===== config.mk =====
export PLATFORM = sky130hd
export DESIGN_NAME = stopwatch_counter
export DESIGN_NICKNAME = d
export VERILOG_FILES = /design/src/rtl/stopwatch_counter.sv
export SDC_FILE = /design/constraint.sdc
export NUM_CORES = 1
export LEC_CHECK = 0
export ABC_AREA = 1
export CELL_PAD_IN_SITES_DETAIL_PLACEMENT = 2
export CELL_PAD_IN_SITES_GLOBAL_PLACEMENT = 2
export CORE_MARGIN = 1.5
export CORE_UTILIZATION = 31
export CTS_BUF_LIST = sky130_fd_sc_hd__clkbuf_16
export CTS_CLUSTER_SIZE = 24
export DETAILED_ROUTE_END_ITERATION = 10
export PLACE_DENSITY_LB_ADDON = 0.1
export SYNTH_ARGS = -nofsm -noshare
export SYNTH_HDL_FRONTEND = slang
export SYNTH_SLANG_ARGS = --single-unit

===== constraint.sdc =====
create_clock -name clk -period 3.4 [get_ports clk]
set_clock_uncertainty 0.05 [all_clocks]
set_input_delay 0.51 -clock clk [delete_from_list [all_inputs] [get_ports clk]]
set_output_delay 0.51 -clock clk [all_outputs]
set_load 0.05 [all_outputs]

===== src/rtl/stopwatch_counter.sv =====
// BCD stopwatch accumulator: prescaled +1 / +10 stepping driven by the control FSM's one-hot mode levels.
// Optional lap capture register is built only when STOPWATCH_LAP_EN is defined.
module stopwatch_counter #(
   parameter int TICK_DIV   = 100,
   parameter int NUM_DIGITS = 4
) (
   input  logic                    clk,
   input  logic                    rst,
   input  logic                    one_run_push,
   input  logic                    ten_run_push,
   input  logic                    pause_push,
   input  logic                    clear_push,
`ifdef STOPWATCH_LAP_EN
   input  logic                    lap,
   output logic [4*NUM_DIGITS-1:0] lap_digits,
`endif
   output logic [4*NUM_DIGITS-1:0] digits,
   output logic                    tick,
   output logic                    wrap
);

   localparam int            PW       = $clog2(TICK_DIV);
   localparam logic [PW-1:0] PRE_LAST = PW'(TICK_DIV - 1);

   typedef enum logic [1:0] {
      MODE_HOLD,
      MODE_CLEAR,
      MODE_ONE,
      MODE_TEN
   } mode_t;

   mode_t                    mode;
   logic [PW-1:0]            pre;
   logic [4*NUM_DIGITS-1:0]  next_digits;
   logic                     carry_out;

   // Priority: clear > pause > ten > one; pause and idle both hold.
   always_comb begin
      mode = MODE_HOLD;
      if (clear_push)        mode = MODE_CLEAR;
      else if (pause_push)   mode = MODE_HOLD;
      else if (ten_run_push) mode = MODE_TEN;
      else if (one_run_push) mode = MODE_ONE;
   end

   // BCD ripple increment; in TEN mode the units digit is skipped so the carry enters digit 1.
   always_comb begin : bcd_inc
      logic carry;
      carry       = 1'b1;
      next_digits = digits;
      for (int i = 0; i < NUM_DIGITS; i++) begin
         if (carry && !(i == 0 && mode == MODE_TEN)) begin
            if (digits[4*i +: 4] == 4'd9) begin
               next_digits[4*i +: 4] = 4'd0;
            end else begin
               next_digits[4*i +: 4] = digits[4*i +: 4] + 4'd1;
               carry                 = 1'b0;
            end
         end
      end
      carry_out = carry;
   end

   always_ff @(posedge clk) begin
      if (rst) begin
         digits <= '0;
         pre    <= '0;
         tick   <= 1'b0;
         wrap   <= 1'b0;
      end else begin
         tick <= 1'b0;
         wrap <= 1'b0;
         case (mode)
            MODE_CLEAR: begin
               digits <= '0;
               pre    <= '0;
            end
            MODE_ONE, MODE_TEN: begin
               if (pre == PRE_LAST) begin
                  pre    <= '0;
                  digits <= next_digits;
                  tick   <= 1'b1;
                  wrap   <= carry_out;
               end else begin
                  pre <= pre + PW'(1);
               end
            end
            default: ;
         endcase
      end
   end

`ifdef STOPWATCH_LAP_EN
   // Captures the registered (pre-step) value; clear deliberately leaves the lap intact.
   always_ff @(posedge clk) begin
      if (rst)      lap_digits <= '0;
      else if (lap) lap_digits <= digits;
   end
`endif

endmodule

==> results.yml, run 1 <==
clock_tree:
  cts_tree: "built"
  clk_latency_ns: 0.27
  postCtsHoldBufs: 0
  clk_pin_slew_ns: 0.07
  clockBufferDepth: 2
  cts_buffers: 3
  cts_resized: 0
  htree_levels: 1
  cts_sinks: 25
  cts-root-buf: "clkbuf_16"
  cts_setup_buffers: 0
sta:
  fmax_mhz: 467
  worst-slew-pin-transition_ns: 0.584
  fin_hold_ws_ns: 0.445
  max_slew_margin_pct: 61.1
  setup_viol: 0
  min_period_ns: 2.14
  finalHoldViolations: 0
  fin_ws_ns: 1.26
  final.setup.tns_ns: 0
  slew_violations: 0
  rsz0062_at_grt: "no"
  fin_crit_sh_pct: 63.0
drt:
  first_iter_violations: 36
  vias: 1543
  drc: 0
  first_pass_iters: 4
  routedWlPerCell_um: 13.2
  ant_nets: 0
  wirelength_um: 4190
  post_drt_via_cell_ratio: 4.85
hold_path:
  holdPathStages: 2
  min_from: "pre[4]"
  hp-class: "flip-flop to flip-flop"
  holdPathEnd: "pre[4]"
global_routing:
  grt.overflow.total: 0
  grt_pass1_wl_um: 7240
  grt_usage_pct: 17.3
  grt_pass1_vias: 1510
  antenna_found_initial: 0
  grt_max_degree: 15
status:
  outcome: "completed"
floorplanning:
  die_h_um: 73.0
  die_area_um2: 5330
  num_rows: 25
  io_pins: 24
  core_um2: 4720
  start_util_pct: 32.2
  fp.dieW_um: 73.0
pwr:
  power_density_nw_per_um2: 371
  peakVddDrop_v: 0.000170
  power.total_mw: 0.698
  power_leakage_nw: 0.768
critical_path:
  max_stage_delay_ns: 0.85
  r2r_cells: 8
  worstPathRequired_ns: 2.84
  crit_arrival_ns: 1.58
  worst-path-buf-inv: 1
  start_kind: "flip-flop"
  reg2reg_to: "digits[9]"
  r2r_setup_slack_ns: 1.63
  crit_type: "flip-flop to output pin"
  setup.worst_path.end_class: "output pin"
  path_cells: "clkdlybuf4s50_1"
  r2r-start: "digits[4]"
  cp_slowest_cell: "clkdlybuf4s50_1"
  cp_top_family: "buffers and inverters"
  crit_fanout: 7
yosys:
  synth_top_cell_area_share_pct: 32.9
  yosys.area.top_type: "dfxtp_1"
  synth_area_um2: 1520
  syn-instance-count: 228
  ys_seq_area_share_pct: 32.9
  avgSynthCellArea_um2: 6.67
  synth.top_cells.by_area: "dfxtp_1, nand2_1, nor2_1, ha_1, nand3_1"
  yosysWarnings: 0
  synth_seq_cells: 25
  synth_cell_types: 29
  syn_nets: 243
placed_design:
  gp_congestion: 0.810
  dp_hpwl_um: 3200
  port_buffers: 23
  dp_slack_ns: 0.947
finish:
  area_growth_pct: 23.8
  n_antenna_cell: 0
  nNetsFinal: 267
  drive_above_1_share_pct: 6.77
flow_run:
  maxCapViolCount: 0
[final cells by class]
type / count / area [um2]
Inverter: 26 / 97.6
Fill cell: 585 / 2840
Tap cell: 67 / 83.8
Timing Repair Buffer: 23 / 230
Clock buffer: 3 / 75.1
Clock inverter: 1 / 5.00
Sequential cell: 25 / 500
Multi-Input combinational cell: 173 / 890
[report_power, final]
| group | leakage (nW) | total (mW) | switching [mW] | internal (mW) |
|---|---|---|---|---|
| registers | 0.203 | 0.313 | 0.0122 | 0.301 |
| clock network | 0.0409 | 0.276 | 0.117 | 0.159 |
| logic | 0.524 | 0.109 | 0.0730 | 0.0356 |
[flip-flops by register name, indices dropped and copies added, names as in the netlist]
| signal | cells |
|---|---|
| digits | 16 |
| tick | 1 |
| wrap | 1 |
| pre | 7 |
[logic make-up after synthesis]
group | Yosys count | synth area share [%]
AO/OA/AOI/OAI | 25 | 8.89
XOR/XNOR | 3 | 1.73
adder cells (fa/ha/maj) | 9 | 7.41
buffers and inverters | 30 | 8.56
flip-flops | 25 | 32.9
AND/OR/NAND/NOR | 136 | 40.5
[routing by layer]
layer / wire length [um] / track usage (%) / share of wire [%]
met4: 48 / 5.03 / 1.1
met2: 2040 / 28.5 / 49
met5: 0 / 0 / 0
met3: 74 / 2.07 / 1.8
met1: 2030 / 23.6 / 48
[metrics by stage]
step           utilization, %  area (um2)  cells
2_1_floorplan               -        1520    228
3_3_place_gp             38.1        1800    314
3_5_place_dp             38.1        1800    314
4_1_cts                  39.8        1880    318
5_1_grt                  39.8        1880    318
6_report                 39.8        1880    318
[cell usage in the layout (no fill, tap or decap), types with 2 or more instances in the layout]
cell type and instances:
dfxtp_1 25, or2_2 2, nand3b_1 2, clkdlybuf4s50_1 23
o21ai_0 6, o21ai_1 2, nand3_1 22, nor3_1 4
clkbuf_16 3, a21oi_1 13, nor2_1 32, inv_1 24
nor2_2 2, nand2_1 58, inv_2 2, xor2_1 2
nand2_2 3, ha_1 9, nand4_1 7
[worst max path at each step]
stage / startpoint / endpoint / slack [ns] / depth (start not counted)
after CTS: ten_run_push / digits[1] / 1.23 / 10
after detailed placement: ten_run_push / digits[1] / 0.95 / 10
after floorplan: digits[4] / digits[12] / 1.56 / 8
after global placement: ten_run_push / digits[0] / 1.05 / 10
after global routing: ten_run_push / digits[1] / 1.04 / 10
final: digits[0] / digits[0] / 1.26 / 1
[cell usage after synthesis (all sizes together)]
master	instances
a21oi	13
a31o	1
a31oi	1
buf	2
clkbuf	2
dfxtp	25
ha	9
inv	26
nand2	62
nand3	24
nand3b	2
nand4	7
nor2	34
nor3	4
nor4	1
o21a	1
o21ai	8
o21bai	1
or2	2
xnor2	1
xor2	2
Note: power is estimated with default switching activity, not from simulation.
==> inputs of run 2 (changes only) <==
--- a/config.mk
+++ b/config.mk
@@ -9,7 +9,7 @@
 export CELL_PAD_IN_SITES_DETAIL_PLACEMENT = 2
 export CELL_PAD_IN_SITES_GLOBAL_PLACEMENT = 2
 export CORE_MARGIN = 1.5
-export CORE_UTILIZATION = 31
+export CORE_UTILIZATION = 29
 export CTS_BUF_LIST = sky130_fd_sc_hd__clkbuf_16
 export CTS_CLUSTER_SIZE = 24
 export DETAILED_ROUTE_END_ITERATION = 10
==> constraint.sdc (replaced) <==
create_clock -name clk -period 2.1 [get_ports clk]
set_clock_uncertainty 0.05 [all_clocks]
set_input_delay 0.315 -clock clk [delete_from_list [all_inputs] [get_ports clk]]
set_output_delay 0.315 -clock clk [all_outputs]
set_load 0.05 [all_outputs]
==> run 2 against run 1 <==
  * Setup slack worse by 1.1 ns
  * Critical path depth unchanged
  * Non-clock buffer count up 8
  * Clock-buffer cell count unchanged
  * Sequential share of layout area down 0.87 points
  * Via count up 2.1%
  * Sequential power up 63%
  * Core utilization down 1.5 points
  * Routed wire length up 8.5%
  * Clock power up 57%
  * Global-route usage up 0.35 points
  * Cell area up 3.4%
==> results.yml, run 2 (synthesis gave the netlist of run 1 again) <==
status:
  outcome: "completed"
finish:
  layout_commonest_cell: "nand2_1"
  largest_reg_flops: 16
  fillers: 673
  n_antenna_cell: 0
  mostFrequentLayoutCells: "nand2_1, nor2_1, dfxtp_1"
  regMostFlops: "digits"
  final_cells: 329
  area_growth_pct: 28.0
  drive_above_1_share_pct: 9.65
  final_area_um2: 1950
  nNetsFinal: 275
  top_regs: "digits x16, pre x7"
global_routing:
  grt_pass1_wl_um: 7660
  grt_pass1_vias: 1645
  grt_usage_pct: 17.6
  grt_max_degree: 15
  grtUsageMet3_pct: 3.17
  grt.overflow.total: 0
  top_usage_layer: "met2"
  grtUsageMet2_pct: 30.9
  antenna_found_initial: 0
  use_met1_pct: 22.5
clock_tree:
  cts_tree: "built"
  cts_sinks: 25
  clk_pin_slew_ns: 0.07
  clockBufferDepth: 2
  cts_resized: 0
  cts_buffers: 3
  cts_setup_buffers: 0
  clk_latency_ns: 0.26
  htree_levels: 1
  cts-root-buf: "clkbuf_16"
  postCtsHoldBufs: 0
sta:
  fmax_mhz: 507
  setup_viol: 0
  min_period_ns: 1.97
  max_slew_margin_pct: 66.0
  rsz0062_at_grt: "no"
  final.setup.tns_ns: 0
  slew_violations: 0
  finalHoldViolations: 0
  fin_crit_sh_pct: 93.9
  worst-slew-pin-transition_ns: 0.508
drt:
  post_drt_via_cell_ratio: 4.79
  vias: 1575
  routedWlPerCell_um: 13.8
  first_pass_iters: 4
  drc: 0
  ant_nets: 0
  wirelength_um: 4540
  first_iter_violations: 35
placed_design:
  port_buffers: 23
  placed_area_um2: 1870
  gp_congestion: 0.782
  dp_hpwl_um: 3520
  placed_cells: 325
hold_path:
  holdPathStages: 2
  min_from: "pre[4]"
  holdPathEnd: "pre[4]"
  hp-class: "flip-flop to flip-flop"
floorplanning:
  io_pins: 24
  core_um2: 5070
  die_area_um2: 5690
  start_util_pct: 30.0
  fp.dieW_um: 75.4
  num_rows: 26
  die_h_um: 75.4
pwr:
  power_density_nw_per_um2: 582
  peakVddDrop_v: 0.000293
  power_leakage_nw: 0.807
critical_path:
  crit_path_start: "digits[0]"
  worst-path-buf-inv: 1
  path_cells: "clkdlybuf4s50_1"
  r2r_cells: 7
  crit_arrival_ns: 1.61
  r2r_setup_slack_ns: 0.29
  setup.worst_path.end_class: "output pin"
  r2r-start: "digits[0]"
  crit_fanout: 7
  crit_type: "flip-flop to output pin"
  cp_top_family: "buffers and inverters"
  reg2reg_to: "digits[8]"
  cp_slowest_cell: "clkdlybuf4s50_1"
  start_kind: "flip-flop"
  worstPathRequired_ns: 1.74
  max_stage_delay_ns: 0.86
flow_run:
  maxCapViolCount: 0
==> run 2: layer usage <==
layer	vias up	part of all wire [%]
met4	0	0.55
li1	798	-
met1	759	48
met5	-	0
met2	16	50
met3	2	2.1
==> run 2: how the worst max path moves through the flow <==
stage | cells after the start | slack [ns] | endpoint
after global routing | 1 | 0.07 | digits[0]
after detailed placement | 8 | 0.05 | digits[8]
after global placement | 9 | 0.12 | digits[9]
after floorplan | 8 | 0.26 | digits[12]
final | 1 | 0.13 | digits[0]
after CTS | 1 | 0.10 | digits[0]
==> run 2: power breakdown <==
group          switching [mW]  internal, mW
Clock                   0.177         0.257
Combinational           0.123        0.0669
Sequential             0.0209         0.488
Total                   0.321         0.812
==> run 2: layout make-up <==
| class | count | area (um2) | share of cell area (%) |
|---|---|---|---|
| multi-input combinational | 173 | 890 | 45.7 |
| sequential | 25 | 500 | 25.7 |
| timing repair buffer | 31 | 290 | 14.9 |
| inverter | 26 | 97.6 | 5.02 |
| tap | 70 | 87.6 | 4.50 |
| clock buffer | 3 | 75.1 | 3.86 |
| clock inverter | 1 | 5.00 | 0.257 |
==> run 2: stage by stage <==
step / setup WS (ns) / hold WS [ns] / power [mW] / util, %
finish: 0.129 / 0.450 / 1.13 / 38.3
global route: 0.0687 / 0.472 / 1.20 / 38.3
CTS: 0.103 / 0.447 / 1.16 / 38.3
detailed placement: 0.0540 / 0.432 / 0.713 / 36.8
global placement: 0.122 / 0.419 / 0.708 / 36.8
floorplan: 0.259 / 0.409 / 0.640 / -
